### config.mk
export PLATFORM = sky130hd
export DESIGN_NAME = if_fetch_stage
export DESIGN_NICKNAME = d
export VERILOG_FILES = /design/src/rtl/if_fetch_stage.sv
export SDC_FILE = /design/constraint.sdc
export NUM_CORES = 1
export LEC_CHECK = 0
export ABC_CLOCK_PERIOD_IN_PS = 2400
export CORE_MARGIN = 8
export CORE_UTILIZATION = 30
export DETAILED_ROUTE_END_ITERATION = 10
export SLEW_MARGIN = 5
export SYNTH_ARGS = -nofsm -noshare
export SYNTH_HDL_FRONTEND = slang
export SYNTH_SLANG_ARGS = --single-unit
### constraint.sdc
create_clock -name clk -period 2.4 [get_ports clk]
set_input_delay 0.6 -clock clk [delete_from_list [all_inputs] [get_ports clk]]
set_output_delay 0.6 -clock clk [all_outputs]
set_load 0.02 [all_outputs]
### src/rtl/if_fetch_stage.sv
// Instruction-fetch stage: owns the PC, addresses the instruction memory and loads the IF/ID register.
// Optional performance counters are compiled in with `define IF_PERF_CNT_EN.
module if_fetch_stage #(
  parameter int               INS_ADDRESS = 9,
  parameter int               INS_W       = 32,
  parameter int               PC_W        = 32,
  parameter logic [PC_W-1:0]  RESET_PC    = 32'h0000_0000,
  parameter logic [INS_W-1:0] NOP_INSTR   = 32'h0000_0013
) (
  input  logic                   clk,
  input  logic                   reset,
  input  logic                   stall,
  input  logic                   redirect,
  input  logic [PC_W-1:0]        redirect_pc,
  output logic [INS_ADDRESS-1:0] imem_addr,
  input  logic [INS_W-1:0]       imem_rdata,
  output logic [PC_W-1:0]        id_pc,
  output logic [INS_W-1:0]       id_instr,
  output logic                   id_valid,
  output logic [PC_W-1:0]        pc
`ifdef IF_PERF_CNT_EN
  ,
  output logic [31:0]            perf_fetched,
  output logic [31:0]            perf_bubbles
`endif
);

  typedef enum logic {
    BOOT = 1'b0,
    RUN  = 1'b1
  } state_t;

  localparam logic [PC_W-1:0] PC_STEP    = {{(PC_W-3){1'b0}}, 3'b100};
  localparam logic [PC_W-1:0] ALIGN_MASK = {{(PC_W-2){1'b1}}, 2'b00};

  state_t           state_q, state_d;
  logic [PC_W-1:0]  pc_q, pc_d;
  logic [PC_W-1:0]  id_pc_q, id_pc_d;
  logic [INS_W-1:0] id_instr_q, id_instr_d;
  logic             id_valid_q, id_valid_d;

  // Address comes straight from the registered PC, so stall/redirect never reach imem_addr combinationally.
  assign imem_addr = pc_q[INS_ADDRESS-1:0];
  assign pc        = pc_q;
  assign id_pc     = id_pc_q;
  assign id_instr  = id_instr_q;
  assign id_valid  = id_valid_q;

  always_comb begin
    state_d    = state_q;
    pc_d       = pc_q;
    id_pc_d    = id_pc_q;
    id_instr_d = id_instr_q;
    id_valid_d = id_valid_q;
    case (state_q)
      BOOT: begin
        state_d    = RUN;
        id_valid_d = 1'b0;
      end
      RUN: begin
        if (redirect) begin
          // Redirect wins over stall: the fetched word belongs to the wrong path, so squash it.
          pc_d       = redirect_pc & ALIGN_MASK;
          id_pc_d    = '0;
          id_instr_d = NOP_INSTR;
          id_valid_d = 1'b0;
        end else if (!stall) begin
          pc_d       = pc_q + PC_STEP;
          id_pc_d    = pc_q;
          id_instr_d = imem_rdata;
          id_valid_d = 1'b1;
        end
      end
      default: state_d = BOOT;
    endcase
  end

  always_ff @(posedge clk) begin
    if (reset) begin
      state_q    <= BOOT;
      pc_q       <= RESET_PC;
      id_pc_q    <= '0;
      id_instr_q <= NOP_INSTR;
      id_valid_q <= 1'b0;
    end else begin
      state_q    <= state_d;
      pc_q       <= pc_d;
      id_pc_q    <= id_pc_d;
      id_instr_q <= id_instr_d;
      id_valid_q <= id_valid_d;
    end
  end

`ifdef IF_PERF_CNT_EN
  logic [31:0] perf_fetched_q, perf_fetched_d;
  logic [31:0] perf_bubbles_q, perf_bubbles_d;
  logic        fetch_evt, bubble_evt;

  assign fetch_evt  = (state_q == RUN) && !redirect && !stall;
  assign bubble_evt = (state_q == RUN) && (redirect || stall);

  always_comb begin
    perf_fetched_d = perf_fetched_q;
    perf_bubbles_d = perf_bubbles_q;
    if (fetch_evt)  perf_fetched_d = perf_fetched_q + 32'd1;
    if (bubble_evt) perf_bubbles_d = perf_bubbles_q + 32'd1;
  end

  always_ff @(posedge clk) begin
    if (reset) begin
      perf_fetched_q <= '0;
      perf_bubbles_q <= '0;
    end else begin
      perf_fetched_q <= perf_fetched_d;
      perf_bubbles_q <= perf_bubbles_d;
    end
  end

  assign perf_fetched = perf_fetched_q;
  assign perf_bubbles = perf_bubbles_q;
`endif

endmodule
# After elaboration in Yosys (flattened, before gate mapping)
# Cells that the tools add are included.
op_classes:
  addsub: 1
  n_eq_ne: 2
  muxes: 10
  bitwise_logic: 1
  n_reduce_logical: 1
op_table:
  columns: ["cell", "n"]
  rows:
  - ["32-bit two-way mux", 6]
  - ["32-bit by 3-bit adder with 32-bit output (second input constant)", 1]
  - ["1-bit two-way mux", 3]
  - ["3-bit != test (second input constant)", 1]
  - ["2-bit by 1-bit != test with 1-bit output (second input constant)", 1]
  - ["1-bit one-hot mux with 2 select lines", 1]
  - ["2-bit AND reduction", 1]
  - ["1-bit NOT", 1]
totals:
  ff_bits: 98
  in_bits: 68
  out_inout_bits: 106
  elab_cells: 20

# Logic depth before layout (Yosys ltp)
# Gate-level depths: netlist of the first run.
logic_depth:
  ltp_word: 3
  mapped_depth: 7
  depth_no_buf: 6

# Worst setup path before layout of the first run
# Ideal clock, no wire load.
synth_path:
  path_kind: "register to register"
  start: "register pc_q[3], in the netlist pc[3]"
  end: "register pc_q[30], in the netlist pc[30]"
  setup_ns: 0.065
  arrival_ns: 2.082
  required_time_ns: 2.335
  path_slack_ns: 0.253
  stages_incl_launch_ff: 8
  n_path_buf: 1
  synth_period_minus_slack_ns: 2.147
  cell_sequence: "dfxtp_1 ha_1 and3_1 buf_4 nand4_2 or4_1 mux2_1 nor2_1"
synth_between:
  elab_chain_cells: 3
synth_rtl:
  columns: ["element", "line", "rtl"]
  rows:
  - ["from (decl)", "37", "logic [PC_W-1:0] pc_q, pc_d;"]
  - ["from (signal assigned)", "87", "pc_q <= pc_d;"]
  - ["32-bit by 3-bit adder with 32-bit output", "68", "pc_d = pc_q + PC_STEP;"]
  - ["32-bit two-way mux", "67", "end else if (!stall) begin"]
  - ["32-bit two-way mux", "61", "if (redirect) begin"]
# Every way passes these cells. The select of a mux whose other input is x is not followed.
# A chain may end at the register's enable or synchronous reset.

# Worst setup path after layout of the first run
layout_path:
  start: "register pc_q[18], in the netlist pc[18]"
  end: "output port pc[18]"
layout_lines:
  columns: ["element", "line", "rtl"]
  rows:
  - ["to (decl)", "20", "output logic [PC_W-1:0] pc"]
# No word-level cell between the ends.

==> results.yml, run 1 <==
logic_synthesis:
  yosys.area.top_type: "dfxtp_1"
  synthCells: 503
  syn_avg_cell_area_um2: 8.34
  async_reset_ff_share_pct: 0
  synth_area_leaders: "dfxtp_1 (45%), a22oi_1 (11%), nor2_1 (7.3%)"
  ys_types: 54
  yosys_most_used_dff: "dfxtp_1"
  synth_top_area_share_pct: 45.3
  yosysSeqAreaShare_pct: 45.3
  synth_seq_cells: 95
  synth_area_mm2: 0.00420
  synth.most_common_cell: "dfxtp_1"
  synth_edf_count: 0
  synth_common_cells: "dfxtp_1 (95), nor2_1 (82), a22oi_1 (64)"
  yosys_warnings: 0
clock_network:
  cts.sinks: 95
  ctsResizeCount: 0
  ctsHtreeMaxLevel: 3
  postCtsHoldBufs: 0
  cts_made_buffers: 9
  clk_pin_slew_worst_paths_ns: 0.07
  postCtsSetupBuffers: 0
  clock_path_buffers: 2
  worstSkewPairLatency_ns: 0.35
  cts_tree: "yes"
  clockRootBuffer: "clkbuf_16"
drt:
  wl_met2_um: 7130
  dr.pass1.iters: 5
  post_drt_wl_per_cell_um: 18.2
  avgViaCountPerCell: 5.26
  detail-route-antenna-nets: 0
  drt_iter0_markers: 279
  wl_met3_um: 1270
  wirelength_um: 15400
  drc_errors: 0
  wl_met1_um: 6600
  highest_layer: "met4"
  vias: 4440
placed_design:
  hpwl_um: 11200
  gp_congestion: 0.847
  port_buffers: 167
  post_dp_cell_area_mm2: 0.00609
global_route:
  grt_pass1_wl_um: 23900
  grt_pass1_vias: 4373
  grt.total_usage_pct: 16.6
  antenna_found_initial: 1
  grt_max_degree: 89
  grt-ovfl-total: 0
power:
  p_leak_nw: 2.30
  power_density_mw_per_mm2: 567
  peakVddDrop_mv: 0.324
sta:
  fin_crit_sh_pct: 93.2
  hold_viol: 0
  finalSetupViolCount: 0
  rsz0062_at_grt: "false"
  hold_ws_ns: 0.477
  min_period_ns: 2.24
  setup-tns-final_ns: 0
  max_freq_mhz: 447
  finalMaxSlewViolations: 0
  worstMarginPinSlew_ns: 0.507
  relSlewSlack_pct: 66.2
  fin_skew_ns: 0.00834
worst_setup_path:
  reg2regPathDepth: 7
  max_stage_delay_ns: 0.71
  rr_endpoint: "pc[20]"
  ff2ff_setup_slack_ns: 0.32
  end_kind: "primary output"
  cp.arrival_ns: 1.64
  crit_chain: "clkdlybuf4s50_1"
  startpoint_type: "flop"
  worst_path_dominant_cell_family: "buffers and inverters"
  worstSetupPathType: "reg -> out"
  reg2reg_from: "pc[2]"
  crit_slowest_cell: "clkdlybuf4s50_1"
  worstPathMaxFanout: 11
  required_ns: 1.80
  crit_buf_inv: 1
cells_and_area:
  synthToLayoutAreaGrowth_pct: 51.8
  nets: 727
  final_layout_size_suffix_gt1_share_pct: 8.60
  post-route-cell-area_mm2: 0.00637
flow_run:
  maxCapViolCount: 0
floorplan:
  initial_core_util_pct: 30.5
  io_pins: 174
  die_x_um: 134
  rows: 43
  dieArea_mm2: 0.0180
  die_y_um: 134
  core-area_mm2: 0.0138
min_path:
  hold_path.class: "reg -> reg"
  min_path_cells: 2
  hold-path-endpoint: "id_instr[0]"
  hold_start: "id_instr[0]"
run_status:
  status: "finished, final reports clean"
-- power breakdown --
part / switching [mW] / leakage, nW / internal (mW)
Combinational: 0.296 / 1.40 / 0.286
Sequential: 0.0584 / 0.772 / 1.63
Clock: 0.645 / 0.132 / 0.702
Total: 0.999 / 2.30 / 2.61
-- registers in the layout, indices dropped and copies added (netlist names) --
signal,flops
id_instr,32
id_pc,31
pc,30
id_valid,1
state_q,1
-- per-stage QoR --
stage	setup WS, ns	total power, mW	std cells	util [%]
2_1_floorplan	0.253	1.99	506	-
3_3_place_gp	0.0934	2.30	827	44.2
3_5_place_dp	0.0744	2.31	827	44.2
4_1_cts	0.164	3.65	843	46.2
5_1_grt	0.116	3.77	844	46.2
6_report	0.164	3.61	844	46.2
-- final cells by class --
type | instances | area [µm²]
Clock inverter | 7 | 47.5
Tap cell | 180 | 225
Inverter | 8 | 30.0
Clock buffer | 9 | 225
Fill cell | 1353 | 7410
Antenna cell | 1 | 2.50
Sequential cell | 95 | 1900
Multi-Input combinational cell | 347 | 2010
Timing Repair Buffer | 197 | 1920
-- cell families (layout without fill, tap and decap cells) --
group	after synthesis	in the layout	synth area share, %
and+or+nand+nor	194	194	22.0
AOI/OAI and AO/OA	139	139	22.8
DFF	95	95	45.3
buffers and inverters	64	221	7.31
muxes	9	9	2.21
adders and majority gates	1	1	0.298
other	1	5	0.0894
-- worst max-delay path by stage --
stage	startpoint	to	slack, ns	depth (start not counted)
floorplan	pc[3]	pc[30]	0.25	7
global placement	stall	pc[19]	0.09	6
detailed placement	stall	pc[19]	0.07	6
CTS	pc[18]	pc[18]	0.16	1
global route	pc[18]	pc[18]	0.12	1
finish	pc[18]	pc[18]	0.16	1
-- cells in the final DEF (no fill, tap or decap), types with 3 or more instances in the layout --
cell type | synthesis | routed
o22ai_1 | 8 | 8
conb_1 | 1 | 4
o31ai_1 | 5 | 5
a22oi_1 | 64 | 64
nor4_1 | 7 | 7
mux2i_1 | 7 | 7
nand3_1 | 19 | 19
inv_1 | 7 | 7
nor3_1 | 15 | 15
clkdlybuf4s50_1 | 0 | 165
nand2_1 | 35 | 35
buf_4 | 13 | 27
a31oi_1 | 5 | 5
nand4_1 | 6 | 6
and4_1 | 7 | 7
a21oi_1 | 19 | 19
clkbuf_16 | 0 | 9
and3_1 | 9 | 9
buf_12 | 0 | 3
clkinv_2 | 0 | 3
nor2_1 | 82 | 82
o21ai_0 | 18 | 18
o41ai_1 | 3 | 3
dfxtp_1 | 95 | 95
-- routing by layer --
metal	track usage (%)	vias to the layer above
met1	20.2	2124
met3	5.16	22
met4	7.05	0
li1	-	2142
met5	0	-
met2	26.4	152
Note: power is estimated with default switching activity, not from simulation.
==> run 2: changes to the inputs <==
Settings changed: ABC_CLOCK_PERIOD_IN_PS 2400 to 2000, CELL_PAD_IN_SITES_DETAIL_PLACEMENT from default to 0, CELL_PAD_IN_SITES_GLOBAL_PLACEMENT from default to 1, CORE_UTILIZATION 30 to 28, PLACE_DENSITY_LB_ADDON from default to 0.1, SKIP_LAST_GASP from default to 1.
Clock period 2.4 ns to 2 ns, I/O delays scaled along.
==> results.yml, run 2 (synthesized netlist as in run 1, its figures left out) <==
sta:
  finalSetupViolCount: 0
  rsz0062_at_grt: "false"
  fin_skew_ns: 0.0116
  finalMaxSlewViolations: 0
  hold_viol: 0
  fin_crit_sh_pct: 97.1
  max_freq_mhz: 515
  hold_ws_ns: 0.483
  min_period_ns: 1.94
  setup_ws_ns: 0.0576
worst_setup_path:
  rr_endpoint: "pc[19]"
  startpoint_type: "flop"
  worstSetupPathType: "reg -> out"
  worstPathMaxFanout: 5
  reg2regPathDepth: 5
  cp.arrival_ns: 1.44
  required_ns: 1.50
  ff2ff_setup_slack_ns: 0.10
  reg2reg_from: "pc[12]"
  worstSetupStartpoint: "pc[21]"
  end_kind: "primary output"
cells_and_area:
  final_layout_size_suffix_gt1_share_pct: 13.5
  fin_cells: 881
  ff_latch_area_mm2: 0.00191
  mostFrequentLayoutCells: "clkdlybuf4s50_1 (138), dfxtp_1 (91), nor2_1 (82)"
  multiInputGateArea_mm2: 0.00202
  nets: 761
  num-fill-cells: 1427
  diodes: 0
  synthToLayoutAreaGrowth_pct: 60.5
  largest_register_ffs: 32
  layout_commonest_cell: "clkdlybuf4s50_1"
global_route:
  grt_pass1_vias: 4585
  grt_max_degree: 43
  antenna_found_initial: 0
  grt_pass1_wl_um: 26300
  grt.total_usage_pct: 16.9
  grt-ovfl-total: 0
min_path:
  hold_path.class: "reg -> reg"
  hold-path-endpoint: "id_instr[1]"
  hold_start: "id_instr[1]"
  min_path_cells: 2
drt:
  dr.pass1.iters: 5
  avgViaCountPerCell: 5.15
  wirelength_um: 16500
  post_drt_wl_per_cell_um: 18.7
  drc_errors: 0
  detail-route-antenna-nets: 0
  drt_iter0_markers: 247
  vias: 4533
floorplan:
  initial_core_util_pct: 28.8
  core-area_mm2: 0.0146
  rows: 44
  dieArea_mm2: 0.0192
  die_x_um: 138
  die_y_um: 138
  io_pins: 174
power:
  switching_power_mw: 1.18
  p_clk_share_pct: 38.7
  power_density_mw_per_mm2: 671
  switching_share_pct: 26.2
  p_leak_nw: 2.85
  pwr-share-comb_pct: 17.1
  peakVddDrop_mv: 0.508
  p_int_mw: 3.33
  share_seq_of_total_power_pct: 44.3
clock_network:
  postCtsSetupBuffers: 0
  cts.sinks: 95
  clockRootBuffer: "clkbuf_16"
  clk_pin_slew_worst_paths_ns: 0.07
  cts_made_buffers: 9
  clock_path_buffers: 2
  ctsHtreeMaxLevel: 3
  worstSkewPairLatency_ns: 0.35
  cts_tree: "yes"
  postCtsHoldBufs: 0
placed_design:
  place_inst: 865
  dp_slack_ns: -0.216
  gp_congestion: 0.808
  hpwl_um: 12100
  port_buffers: 167
run_status:
  status: "finished, final reports clean"
flow_run:
  maxCapViolCount: 0
[run 2: cell types whose count changed in the layout (fill, tap and decap cells not counted), moves of 4 or more]
cell,previous run,this run
clkdlybuf4s50_1,165,138
dlygate4sd2_1,0,8
dfxtp_1,95,91
dfxtp_2,0,4
dlymetal6s2s_1,0,19
buf_4,27,59
[run 2: worst max path at each step]
stage	to	slack [ns]	depth (start not counted)
3_5_place_dp	pc[19]	-0.22	6
6_report	pc[21]	0.06	2
3_3_place_gp	pc[19]	-0.18	6
5_1_grt	pc[21]	0.004	2
4_1_cts	imem_addr[8]	0.0006	2
2_1_floorplan	pc[30]	-0.007	7
[run 2: per-stage QoR]
stage                     utilization [%]  instance area, µm²  TNS (ns)  total power [mW]
after floorplan                         -                4210  -0.00734              2.39
after global placement               43.8                6400     -1.09              2.82
after detailed placement             43.8                6400     -3.20              2.83
after CTS                            45.8                6680         0              4.59
after global routing                 46.2                6730         0              4.71
final                                46.2                6730         0              4.52
[run 2: routing by layer]
layer	up-vias	GRT usage [%]	share of wire, %
li1	2193	-	-
met2	157	25.7	44
met1	2171	21.9	46
met3	12	6.58	9.1
met4	0	4.46	1.1
met5	-	0	0
[run 2: final cells by class]
type                       count  share of cell area [%]
timing repair buffer         231                    33.5
multi-input combinational    347                    30.0
sequential                    95                    28.3
clock buffer                  13                    3.72
tap                          184                    3.42
clock inverter                 3                   0.632
inverter                       8                   0.446
[run 2: worst max-delay path: stages (launching register included)]
cell and delay, ns:
dfxtp_1 0.33, buf_4 0.14, clkdlybuf4s50_1 0.62
[run 2: repair_timing]
item                                    in CTS  in global routing
endpoints found under the setup margin       9                 21
gates resized for setup                      9                 21
pin swaps                                    0                  0
[run 2: power groups by stage]
stage,Clock [mW],Sequential [mW],Combinational [mW]
2_1_floorplan,0,2.12,0.272
3_3_place_gp,0,2.04,0.777
3_5_place_dp,0,2.04,0.785
4_1_cts,1.80,2.00,0.783
5_1_grt,1.87,2.01,0.835
6_report,1.75,2.00,0.771
==> run 3: changes to the inputs <==
Settings changed: CELL_PAD_IN_SITES_DETAIL_PLACEMENT 0 to 1.
==> results.yml, run 3 (synthesized netlist as in run 1, its figures left out) <==
drt:
  drt_iter0_markers: 213
  vias: 4597
  detail-route-antenna-nets: 0
  post_drt_wl_per_cell_um: 19.8
  drc_errors: 0
  wirelength_um: 17400
  avgViaCountPerCell: 5.22
  dr.pass1.iters: 4
global_route:
  antenna_found_initial: 0
  grt.total_usage_pct: 17.9
  grt-ovfl-total: 0
  grt_pass1_wl_um: 27900
  grt_max_degree: 43
  grt_pass1_vias: 4933
power:
  p_leak_nw: 2.73
  switching_power_mw: 1.20
  p_int_mw: 3.16
  pwr-share-comb_pct: 17.7
  peakVddDrop_mv: 0.458
  p_clk_share_pct: 36.3
  share_seq_of_total_power_pct: 45.9
  power_mw: 4.36
  switching_share_pct: 27.5
  power_density_mw_per_mm2: 652
cells_and_area:
  ff_latch_area_mm2: 0.00191
  largest_register_ffs: 32
  utilization_pct: 45.8
  num-fill-cells: 1691
  multiInputGateArea_mm2: 0.00202
  fin_cells: 880
  layout_commonest_cell: "clkdlybuf4s50_1"
  mostFrequentLayoutCells: "clkdlybuf4s50_1 (137), dfxtp_1 (90), nor2_1 (82)"
  diodes: 0
  synthToLayoutAreaGrowth_pct: 59.3
  final_layout_size_suffix_gt1_share_pct: 13.8
  post-route-cell-area_mm2: 0.00668
  nets: 761
worst_setup_path:
  cp.arrival_ns: 1.45
  end_kind: "primary output"
  crit_slowest_cell: "clkdlybuf4s50_1"
  worstSetupPathType: "reg -> out"
  crit_chain: "buf_4 > clkdlybuf4s50_1"
  worstPathMaxFanout: 5
  max_stage_delay_ns: 0.62
  startpoint_type: "flop"
  required_ns: 1.50
clock_network:
  postCtsSetupBuffers: 0
  clockRootBuffer: "clkbuf_16"
  cts_tree: "yes"
  cts.sinks: 95
  clock_path_buffers: 2
  ctsHtreeMaxLevel: 3
  clk_pin_slew_worst_paths_ns: 0.06
  cts_made_buffers: 9
  worstSkewPairLatency_ns: 0.35
sta:
  finalMaxSlewViolations: 0
  rsz0062_at_grt: "true"
  setup-tns-final_ns: 0
  finalSetupViolCount: 0
  min_period_ns: 1.95
  fin_crit_sh_pct: 97.3
  fin_skew_ns: 0.00823
  max_freq_mhz: 514
  hold_viol: 0
  setup_ws_ns: 0.0549
  hold_ws_ns: 0.491
floorplan:
  initial_core_util_pct: 28.8
  die_y_um: 138
  io_pins: 174
  dieArea_mm2: 0.0192
  rows: 44
  core-area_mm2: 0.0146
  die_x_um: 138
placed_design:
  hpwl_um: 13000
  place_inst: 865
  post_dp_cell_area_mm2: 0.00640
  gp_congestion: 0.808
  port_buffers: 167
  dp_slack_ns: -0.206
run_status:
  status: "finished, final reports clean"
min_path:
  hold_path.class: "reg -> reg"
flow_run:
  maxCapViolCount: 0
## run 3: cell count changes in the layout (fill, tap and decap cells not counted), moves of 2 or more
cell	change
clkbuf_1	-2
dlymetal6s2s_1	-8
dlygate4sd2_1	+9
clkinvlp_4	+2
## run 3: repair_timing
item | 4_1_cts | 5_1_grt
resized for setup | 18 | 14
hold buffers | 0 | 0
setup endpoints to repair | 18 | 15
hold endpoints to repair | 0 | 0
## run 3: worst max-delay path, delay by kind of cell, from the launching register on
kind,cells,cell delay [ns]
buf+inv,2,0.76
flops,1,0.34
## run 3: metal layers
layer  share of wire [%]  vias up  track usage, %
li1                    -     2185               -
met1                  45     2263            22.2
met2                  46      140            28.7
met3                 8.3        9            7.09
met4                0.76        0            3.49
met5                   0        -               0
## run 3: cell type report
class | count | area share (%)
clock inverter | 5 | 0.543
clock buffer | 10 | 3.43
sequential | 95 | 28.6
timing repair buffer | 231 | 33.3
tap | 184 | 3.45
inverter | 8 | 0.449
multi-input combinational | 347 | 30.3
## run 3: final timing paths
path,endpoint,depth (start not counted),start,slack [ns]
max,pc[21],2,pc[21],0.05
min,id_instr[0],2,id_instr[0],0.49
max reg2reg,pc[30],6,pc[3],0.10
min reg2reg,id_instr[0],2,id_instr[0],0.49
## run 3: power groups by stage
stage,clock [mW],sequential (mW),combinational (mW)
global route,1.72,2.01,0.832
CTS,1.65,2.00,0.782
finish,1.58,2.00,0.771
floorplan,0,2.12,0.272
global placement,0,2.04,0.777
detailed placement,0,2.04,0.792
